<file path="src/rtl/alu_result_disp.sv">
// Result display for the 4-bit ALU. It captures one result with a valid/ready handshake and holds
// it for HOLD_CYCLES cycles. It drives a value digit and a sign/carry digit, both active-low.
module alu_result_disp #(
  parameter int unsigned HOLD_CYCLES = 4,
  parameter int unsigned BLINK_DIV   = 8
) (
  input  logic       clk,
  input  logic       rst,
  input  logic       in_valid,
  output logic       in_ready,
  input  logic [3:0] res,
  input  logic       car,
  input  logic       of,
  input  logic [2:0] ctrl,
  output logic [7:0] seg0,
  output logic [7:0] seg1,
  output logic       busy
);

  localparam int unsigned HoldW  = (HOLD_CYCLES > 1) ? $clog2(HOLD_CYCLES) : 1;
  localparam int unsigned BlinkW = $clog2(BLINK_DIV);

  localparam logic [HoldW-1:0]  HoldLoad  = HoldW'(HOLD_CYCLES - 1);
  localparam logic [BlinkW-1:0] BlinkLast = BlinkW'(BLINK_DIV - 1);

  typedef enum logic {StIdle, StHold} state_e;

  state_e            state_q, state_d;
  logic [HoldW-1:0]  hold_q, hold_d;
  logic [BlinkW-1:0] blink_cnt_q, blink_cnt_d;
  logic              blink_off_q, blink_off_d;
  logic [3:0]        res_q;
  logic              car_q, of_q, valid_q;
  logic [2:0]        ctrl_q;
  logic              capture;

  function automatic logic [7:0] hex7(input logic [3:0] v);
    logic [7:0] s;
    unique case (v)
      4'h0: s = 8'hC0;
      4'h1: s = 8'hF9;
      4'h2: s = 8'hA4;
      4'h3: s = 8'hB0;
      4'h4: s = 8'h99;
      4'h5: s = 8'h92;
      4'h6: s = 8'h82;
      4'h7: s = 8'hF8;
      4'h8: s = 8'h80;
      4'h9: s = 8'h90;
      4'hA: s = 8'h88;
      4'hB: s = 8'h83;
      4'hC: s = 8'hC6;
      4'hD: s = 8'hA1;
      4'hE: s = 8'h86;
      default: s = 8'h8E;
    endcase
    return s;
  endfunction

  always_comb begin
    state_d  = state_q;
    hold_d   = hold_q;
    capture  = 1'b0;
    in_ready = 1'b0;
    busy     = 1'b0;
    unique case (state_q)
      StIdle: begin
        in_ready = 1'b1;
        if (in_valid) begin
          capture = 1'b1;
          hold_d  = HoldLoad;
          state_d = StHold;
        end
      end
      StHold: begin
        busy = 1'b1;
        if (hold_q == '0) begin
          state_d = StIdle;
        end else begin
          hold_d = hold_q - 1'b1;
        end
      end
      default: state_d = StIdle;
    endcase
  end

  // A new capture restarts the blink so the value is always shown first.
  always_comb begin
    blink_cnt_d = blink_cnt_q + 1'b1;
    blink_off_d = blink_off_q;
    if (capture) begin
      blink_cnt_d = '0;
      blink_off_d = 1'b0;
    end else if (blink_cnt_q == BlinkLast) begin
      blink_cnt_d = '0;
      blink_off_d = ~blink_off_q;
    end
  end

  always_ff @(posedge clk) begin
    if (rst) begin
      state_q     <= StIdle;
      hold_q      <= '0;
      blink_cnt_q <= '0;
      blink_off_q <= 1'b0;
      res_q       <= '0;
      car_q       <= 1'b0;
      of_q        <= 1'b0;
      ctrl_q      <= '0;
      valid_q     <= 1'b0;
    end else begin
      state_q     <= state_d;
      hold_q      <= hold_d;
      blink_cnt_q <= blink_cnt_d;
      blink_off_q <= blink_off_d;
      if (capture) begin
        res_q   <= res;
        car_q   <= car;
        of_q    <= of;
        ctrl_q  <= ctrl;
        valid_q <= 1'b1;
      end
    end
  end

  logic       neg;
  logic [3:0] mag;

  // Only add/sub results are two's complement; the magnitude of -8 wraps back to 8.
  always_comb begin
    neg  = (ctrl_q[2:1] == 2'b00) && res_q[3];
    mag  = neg ? (4'd0 - res_q) : res_q;
    seg0 = 8'hFF;
    seg1 = 8'hFF;
    if (valid_q) begin
      seg0 = (of_q && blink_off_q) ? 8'hFF : hex7(mag);
      seg1 = {~car_q, (neg ? 7'h3F : 7'h7F)};
    end
  end

endmodule
</file>
<file path="config.mk">
export PLATFORM = sky130hd
export DESIGN_NAME = alu_result_disp
export DESIGN_NICKNAME = d
export VERILOG_FILES = /design/src/rtl/alu_result_disp.sv
export SDC_FILE = /design/constraint.sdc
export NUM_CORES = 1
export LEC_CHECK = 0
export BUFFER_PORTS_ARGS = -buffer_cell sky130_fd_sc_hd__buf_2
export CORE_MARGIN = 10
export CORE_UTILIZATION = 25
export CTS_CLUSTER_SIZE = 28
export DETAILED_ROUTE_END_ITERATION = 10
export PLACE_DENSITY_LB_ADDON = 0.08
export SYNTH_ARGS = -nofsm -noshare
export SYNTH_HDL_FRONTEND = slang
export SYNTH_SLANG_ARGS = --single-unit
</file>
<file path="constraint.sdc">
create_clock -name clk -period 5.6 [get_ports clk]
set_clock_uncertainty 0.1 [all_clocks]
set_input_delay 1.12 -clock clk [delete_from_list [all_inputs] [get_ports clk]]
set_output_delay 1.12 -clock clk [all_outputs]
set_load 0.05 [all_outputs]
</file>
==> flow_metrics.env <==
export IMPL_setup_violations=0
export IMPL_holdBufCountCts=0
export IMPL_synth_seq_area_share=0.292
export IMPL_drt_total_wl_um=2710
export IMPL_fin_crit_sh=0.713
export IMPL_synth_cell_types=39
export IMPL_grt_pass1_wl_um=4570
export IMPL_antenna_diode_count=0
export IMPL_num_rows=24
export IMPL_grt_usage=0.0738
export IMPL_hold_path_class="reg -> reg"
export IMPL_power_leakage_nw=0.514
export IMPL_via_count=967
export IMPL_final_nets=176
export IMPL_die_width_um=86.3
export IMPL_design_area_um2=1250
export IMPL_p_per_area_nw_per_um2=251
export IMPL_cap_violations=0
export IMPL_run_status="finished clean"
export IMPL_synthCells=137
export IMPL_cts_tree="built"
export IMPL_antenna_found_initial=0
export IMPL_cts_sinks=16
export IMPL_min_from="blink_cnt_q[0]"
export IMPL_gp_congestion=0.769
export IMPL_ys_flop_type="dfxtp_1"
export IMPL_reg2reg_from="state_q"
export IMPL_max_slew_margin=0.390
export IMPL_hold_viol_final=0
export IMPL_yosys_warnings=0
export IMPL_drc=0
export IMPL_required_ns=4.38
export IMPL_grt_max_degree=16
export IMPL_hpwl_um=2170
export IMPL_drive_above_1_share=0.201
export IMPL_tns_ns=0
export IMPL_antenna_left=0
export IMPL_die_area_um2=7440
export IMPL_cts_root_buf="clkbuf_8"
export IMPL_postCtsResizedCells=0
export IMPL_vdd_drop_max_v=0.000116
export IMPL_grt_pass1_vias=918
export IMPL_cts_buffers=3
export IMPL_total_power_uw=315
export IMPL_async_flop_share=0
export IMPL_synth_edf_count=0
export IMPL_hold_ws_ns=0.331
export IMPL_cts_setup_buffers=0
export IMPL_clockBufferDepth=2
export IMPL_core_um2=4290
export IMPL_fmax_mhz=251
export IMPL_multiInputGateArea_um2=696
export IMPL_io_buffers=21
export IMPL_holdPathStages=1
export IMPL_r2r_end="hold_q[1]"
export IMPL_cts_max_level=1
export IMPL_syn_avg_cell_area_um2=8.01
export IMPL_min_delay_worst_endpoint="blink_cnt_q[0]"
export IMPL_regArea_um2=320
export IMPL_path_class="reg -> out"
export IMPL_cts_clk_slew_worst_paths_ns=0.06
export IMPL_final_cells=206
export IMPL_crit_arrival_ns=2.77
export IMPL_drt_pass1_iter_count=4
export IMPL_min_period_ns=3.99
export IMPL_crit_fanout=13
export IMPL_syn_area_um2=1100
export IMPL_grt_ovfl_total=0
export IMPL_place_inst=203
export IMPL_clock_latency_ns=0.24
export IMPL_area_delta_synth_final_pct=14.3
export IMPL_drtIter0Drc=41
export IMPL_post_drt_wl_per_cell_um=13.1
export IMPL_fill_cells=496
export IMPL_avgViaCountPerCell=4.69
export IMPL_slew_violations=0
export IMPL_worstMarginPinSlew_ns=0.913
export IMPL_rsz0062_at_grt="no"
export IMPL_die_y_um=86.3
export IMPL_cp_start_kind="register"
export IMPL_rrSetupSlack_ns=3.99
export IMPL_start_util=0.256
export IMPL_io_pins=30
export IMPL_placed_cell_area_um2=1210
export IMPL_rr_worst_depth=3
export IMPL_end_kind="output pin"
export IMPL_synth_seq_cells=16
==> cell type report <==
type	count	area share
repair buffers	21	0.0838
inverters	7	0.0210
flip-flops and latches	16	0.255
well taps	52	0.0519
clock buffers	3	0.0329
multi-input cells	107	0.555
==> how the worst max path moves through the flow <==
stage / startpoint / cells after the start / end / slack (ns)
3_5_place_dp: res_q[3] / 8 / seg0[1] / 1.88
6_report: res_q[3] / 8 / seg0[1] / 1.61
5_1_grt: res_q[3] / 8 / seg0[1] / 1.38
4_1_cts: res_q[3] / 8 / seg0[1] / 1.58
2_1_floorplan: res_q[0] / 7 / seg0[3] / 1.96
3_3_place_gp: res_q[3] / 8 / seg0[1] / 1.88
==> flip-flops by register name (all words and copies together), names as in the netlist <==
name / cells
res_q: 4
state_q: 1
car_q: 1
blink_off_q: 1
ctrl_q: 2
blink_cnt_q: 3
valid_q: 1
of_q: 1
hold_q: 2
==> worst max-delay path, stage by stage, from the launching register on <==
cell,delay (ns)
dfxtp_1,0.60
nor3b_1,0.44
mux2i_1,0.42
inv_1,0.11
ha_1,0.30
nand2_1,0.06
a21oi_1,0.07
a311o_1,0.32
buf_2,0.21
==> cell usage after synthesis (all sizes together) (2+ instances only) <==
library cell	instances	area (um2)
mux2i	2	20.0
nand3b	2	15.0
a22o	2	17.5
a21oi	9	45.0
a211oi	2	15.0
nand2	26	97.6
nor2b	2	12.5
clkbuf	4	15.0
o21ai	4	31.3
nand2b	3	18.8
nand3	3	15.0
dfxtp	16	320
ha	8	100
nor2	9	33.8
and2	3	18.8
inv	7	26.3
xnor2	3	33.8
buf	9	62.6
o211ai	3	22.5
nor4	2	12.5
nor3	4	20.0
==> cells in the final DEF, fill, tap and decap left out, types with 2 or more instances in the layout <==
master,instances
a211oi_1,2
a21oi_1,9
a22o_1,2
and2_1,3
buf_2,21
clkbuf_8,3
conb_1,7
dfxtp_1,16
ha_1,8
inv_1,6
mux2i_1,2
nand2_1,26
nand2b_1,3
nand3_1,3
nand3b_1,2
nor2_1,9
nor2b_1,2
nor3_1,4
nor4_1,2
o211ai_1,3
o21ai_0,3
xnor2_1,2
==> power breakdown <==
group | total (mW) | internal (mW) | switching (mW)
clock | 0.0836 | 0.0476 | 0.0361
combinational | 0.0993 | 0.0294 | 0.0700
sequential | 0.132 | 0.122 | 0.0105
total | 0.315 | 0.199 | 0.117
==> metal layers <==
metal | share of wire | vias up | track usage
li1 | - | 498 | -
met1 | 0.43 | 449 | 0.0822
met2 | 0.49 | 18 | 0.126
met3 | 0.071 | 2 | 0.0244
met4 | 0.0070 | 0 | 0.0309
met5 | 0 | - | 0
==> metrics by stage <==
stage | worst slack [ns] | util
5_1_grt | 1.38 | 0.292
2_1_floorplan | 1.96 | -
3_3_place_gp | 1.88 | 0.282
4_1_cts | 1.58 | 0.292
6_report | 1.61 | 0.292
3_5_place_dp | 1.88 | 0.282
==> cell families after synthesis <==
| kind of cell | count (synthesis) | synth area share |
|---|---|---|
| buffers and inverters | 20 | 0.0946 |
| flip-flops | 16 | 0.292 |
| AO/OA/AOI/OAI | 29 | 0.203 |
| AND/OR/NAND/NOR | 57 | 0.259 |
| adder cells (fa/ha/maj) | 8 | 0.0912 |
| multiplexers | 2 | 0.0182 |
| XOR/XNOR | 4 | 0.0388 |
| other | 1 | 0.00342 |
Power figures use the tool's default switching activity.
